===== config.mk =====
export PLATFORM = sky130hd
export DESIGN_NAME = sprite_plot_stream
export DESIGN_NICKNAME = d
export VERILOG_FILES = /design/src/rtl/sprite_plot_stream.sv
export SDC_FILE = /design/constraint.sdc
export NUM_CORES = 1
export LEC_CHECK = 0
export ABC_AREA = 1
export BUFFER_PORTS_ARGS = -buffer_cell sky130_fd_sc_hd__buf_2
export CORE_UTILIZATION = 25
export DETAILED_ROUTE_END_ITERATION = 8
export PLACE_DENSITY = 0.43
export SYNTH_ARGS = -nofsm -noshare
export SYNTH_HDL_FRONTEND = slang
export SYNTH_SLANG_ARGS = --single-unit

===== constraint.sdc =====
create_clock -name CLOCK_50 -period 6.7 [get_ports CLOCK_50]
set_input_delay 1.005 -clock CLOCK_50 [delete_from_list [all_inputs] [get_ports CLOCK_50]]
set_output_delay 1.005 -clock CLOCK_50 [all_outputs]
set_load 0.01 [all_outputs]

===== src/rtl/sprite_plot_stream.sv =====
// Producer for the shared pixel-write port: erases a W x H sprite at its old
// position, then draws it at the new one, advancing a pixel per granted slot.
module sprite_plot_stream #(
    parameter int unsigned W     = 8,
    parameter int unsigned H     = 8,
    parameter int unsigned SCR_W = 320,
    parameter int unsigned SCR_H = 240
) (
    input  logic       CLOCK_50,
    input  logic       rst,
    input  logic       start,
    input  logic [8:0] new_x,
    input  logic [7:0] new_y,
    input  logic [2:0] obj_color,
    input  logic [2:0] bg_color,
    input  logic       grant,
    output logic [8:0] VGA_X,
    output logic [7:0] VGA_Y,
    output logic [2:0] VGA_COLOR,
    output logic       plot_enable,
    output logic       busy,
    output logic       done
);

    localparam int unsigned CW = (W > 1) ? $clog2(W) : 1;
    localparam int unsigned RW = (H > 1) ? $clog2(H) : 1;

    typedef enum logic [1:0] {IDLE, ERASE, DRAW, DONE} state_t;

    state_t          state;
    logic [CW-1:0]   col;
    logic [RW-1:0]   row;
    logic [8:0]      old_x, cur_x;
    logic [7:0]      old_y, cur_y;
    logic [2:0]      obj_c, bg_c;
    logic            have_old;

    logic            in_pass;
    logic [8:0]      base_x;
    logic [7:0]      base_y;
    logic [9:0]      sum_x, sum_y;
    logic            clipped;
    logic            advance;
    logic            last_col, last_row;

    // Current pixel address, computed 10 bits wide so off-screen sums clip
    always_comb begin
        in_pass  = (state == ERASE) || (state == DRAW);
        base_x   = (state == ERASE) ? old_x : cur_x;
        base_y   = (state == ERASE) ? old_y : cur_y;
        sum_x    = 10'(base_x) + 10'(col);
        sum_y    = 10'(base_y) + 10'(row);
        clipped  = (sum_x >= 10'(SCR_W)) || (sum_y >= 10'(SCR_H));
        advance  = in_pass && (clipped || grant);
        last_col = (col == CW'(W - 1));
        last_row = (row == RW'(H - 1));
    end

    // Outputs follow the registered pixel so a pixel is visible while current
    always_comb begin
        VGA_X       = '0;
        VGA_Y       = '0;
        VGA_COLOR   = '0;
        plot_enable = 1'b0;
        busy        = (state != IDLE);
        done        = (state == DONE);
        if (in_pass) begin
            VGA_X       = sum_x[8:0];
            VGA_Y       = sum_y[7:0];
            VGA_COLOR   = (state == ERASE) ? bg_c : obj_c;
            plot_enable = !clipped;
        end
    end

    always_ff @(posedge CLOCK_50) begin
        if (rst) begin
            state    <= IDLE;
            col      <= '0;
            row      <= '0;
            old_x    <= '0;
            old_y    <= '0;
            cur_x    <= '0;
            cur_y    <= '0;
            obj_c    <= '0;
            bg_c     <= '0;
            have_old <= 1'b0;
        end else begin
            case (state)
                IDLE: begin
                    col <= '0;
                    row <= '0;
                    if (start) begin
                        cur_x <= new_x;
                        cur_y <= new_y;
                        obj_c <= obj_color;
                        bg_c  <= bg_color;
                        state <= have_old ? ERASE : DRAW;
                    end
                end
                ERASE, DRAW: begin
                    if (advance) begin
                        if (last_col) begin
                            col <= '0;
                            if (last_row) begin
                                row   <= '0;
                                state <= (state == ERASE) ? DRAW : DONE;
                            end else begin
                                row <= row + RW'(1);
                            end
                        end else begin
                            col <= col + CW'(1);
                        end
                    end
                end
                DONE: begin
                    old_x    <= cur_x;
                    old_y    <= cur_y;
                    have_old <= 1'b1;
                    state    <= IDLE;
                end
                default: state <= IDLE;
            endcase
        end
    end

endmodule


==> flow_summary.toml <==
[status]
status = "complete, no violations"

[worst_setup_path]
critPathMaxStageDelay_ns = 0.41
worstSetupStartpointType = "register"
required_ns = 5.69
ff2ff_path_depth = 22
cpMostUsedCell = "nand2_1"
timing.rr.end = "col[1]"
path_max_fanout = 35
end_kind = "output port"
timing_worst_setup_path_type = "reg -> out"
reg2reg_slack_ns = 3.54
cp_slowest_cell = "fa_1"
cp_cell_sequence = "inv_1 > ha_1 > buf_4 > inv_4 > nand2_1 > nand2_1 > ha_1 > fa_1 > nand2_1 > nand2_1 > inv_1 > nor2_1 > nand3_1 > nand2_1 > nand2_1 > inv_2 > nand2_2 > nand3_1 > nor2_1 > buf_2"
critPathArrivalTime_ns = 3.11
r2r_start = "state[1]"

[sta]
finalHoldWorstSlack_ns = 0.4655
worstMarginPinSlew_ns = 0.9886
max_freq_ghz = 0.2429
fin_setup_tns_ns = 0
finalMaxSlewViolations = 0
post-route-period-util_pct = 61.44
hold_viol = 0
grt_setup_unrepaired = "no"
layout_min_cycle_time_ns = 4.116
setup_viol = 0
relSlewSlack_pct = 34.10
fin_skew_ns = 0.006320

[yosys]
synth_async_sr_flop_share_pct = 0
synth_warnings = 0
synth_area_leaders = "dfxtp_1 33%, nand2_1 12%, nor2_1 9.7%"
yosysTopAreaCell = "dfxtp_1"
synth_edf_count = 0
synthFlopType = "dfxtp_1"
syn_area_per_cell_sq_um = 6.736
ys_types = 31
netlist_area_sq_um = 2930
synth_cells = 435
ys_ff_latch = 49
ys_seq_area_share_pct = 33.48
yosys.area.top_type_share_pct = 33.48
synth_nets = 480

[min_path]
min_path_cells = 2
hold_path.class = "reg -> reg"
holdPathEnd = "have_old"
hp-start = "have_old"

[pwr]
seq_power_share_pct = 28.6
p_switching_mw = 0.6564
leakage_nw = 1.677
p_int_mw = 0.7545
ir_worst_vdd_uv = 148.4
switching_share_pct = 46.52
power_density_nw_per_um2 = 414.1
clockPowerShare_pct = 18.7
pwr-share-comb_pct = 52.8

[clocking]
htree_levels = 2
postCtsSetupRepairBufs = 0
cts_tree = "done"
cts_resized = 0
hold_buffers = 0
path_clk_slew_ns = 0.07
cts_sinks = 49
clk_latency_ns = 0.29
root_buffer = "clkbuf_16"
cts_buffers = 5
clockBufferDepth = 2

[detailed_routing]
drt-wirelength-per-cell_um = 12.40
vias = 2743
drc = 0
antenna_left = 0
drtPass1Iterations = 4
drt_iter0_drc = 150
viasPerCell = 4.439
wl_um = 7666

[global_routing]
grt_max_degree = 45
grt_usage_pct = 13.67
grt-ovfl-total = 0
grt_pass1_vias = 2640
grt_first_pass_wirelength_um = 12770
grt_antenna_before_repair = 0

[finish]
ff_latch_area_sq_um = 980.9
layout_commonest_cell = "nand2_1"
mostFrequentLayoutCells = "96 x nand2_1, 76 x nor2_1, 51 x o21ai_0"
multi_input_area_sq_um = 1659
areaGrowthSynthToFinish_pct = 16.27
drive_gt1_share_pct = 17.68
nFillCells = 1269
nets = 519
antennaDiodeCount = 0

[die]
io_pins = 50
initial_core_util_pct = 25.66
num_rows = 39
die-area_sq_um = 12160
fp.dieH_um = 110.3
core_sq_um = 11420
die_w_um = 110.3

[placement]
hpwl_um = 5641
globalplace.congestion = 0.8776
port-buffer-count = 49

[run]
maxCapViolations = 0
[per-layer routing]
metal	wire length (um)	vias to the layer above	global-route usage [%]
li1	-	1462	-
met4	102	0	4.323
met2	3464	62	22.32
met1	3726	1211	17.99
met5	0	-	0
met3	373	8	2.763
[state kept, by name (all words and copies together) (netlist names)]
name	count
cur_x	9
old_x	9
cur_y	8
old_y	8
bg_c	3
col	3
obj_c	3
row	3
state	2
have_old	1
[Yosys cell counts, types with 4 or more instances]
library cell / instances
clkbuf_1: 13
o21ai_0: 51
o21ai_1: 5
ha_1: 16
dfxtp_1: 49
nand2_2: 6
a21oi_1: 32
buf_6: 4
nand3_1: 17
inv_1: 40
nor2_1: 76
nand2_1: 96
nand3_2: 4
[cell families (layout without fill, tap and decap cells)]
family / after synthesis / in the layout / share of synthesized area (%)
flops: 49 / 49 / 33.48
fa+ha+maj: 18 / 18 / 8.198
simple gates: 206 / 206 / 30.02
xor+xnor: 3 / 3 / 0.8968
buf+inv: 63 / 103 / 9.906
compound gates: 96 / 96 / 17.51
[power groups by stage]
stage          Combinational [mW]  Sequential (mW)  Clock [mW]
2_1_floorplan               0.588            0.395           0
3_3_place_gp                0.748            0.409           0
3_5_place_dp                0.754            0.410           0
4_1_cts                     0.757            0.404       0.273
5_1_grt                     0.871            0.413       0.284
6_report                    0.744            0.403       0.263
[worst max-delay path by stage]
stage | end | from | depth (start not counted)
6_report | plot_enable | state[1] | 20
4_1_cts | plot_enable | state[1] | 20
3_3_place_gp | plot_enable | state[1] | 20
2_1_floorplan | plot_enable | state[1] | 20
3_5_place_dp | plot_enable | state[1] | 20
5_1_grt | plot_enable | state[1] | 20
[stage by stage]
| stage | total power [mW] | area (sq um) | instances | utilization [%] | setup WS [ns] |
|---|---|---|---|---|---|
| 2_1_floorplan | 0.9837 | 2930 | 435 | - | 3.253 |
| 3_3_place_gp | 1.157 | 3251 | 610 | 28.47 | 2.941 |
| 3_5_place_dp | 1.164 | 3251 | 610 | 28.47 | 2.876 |
| 4_1_cts | 1.433 | 3407 | 618 | 29.84 | 2.562 |
| 5_1_grt | 1.568 | 3407 | 618 | 29.84 | 2.314 |
| 6_report | 1.411 | 3407 | 618 | 29.84 | 2.584 |
[worst max-delay path: cells and delay by family (launching register included)]
family	cells	cell delay (ns)
flip-flops	1	0.34
buffers and inverters	6	0.86
adder cells (fa/ha/maj)	3	0.75
AND/OR/NAND/NOR	11	0.87
[area by class of cell]
cell class | instances | share of cell area (%)
clock buffer | 6 | 4.076
clock inverter | 2 | 0.5141
inverter | 43 | 4.811
multi-input combinational | 323 | 48.70
sequential | 49 | 28.79
tap | 143 | 5.252
timing repair buffer | 52 | 7.859
Note: power is estimated with default switching activity, not from simulation.
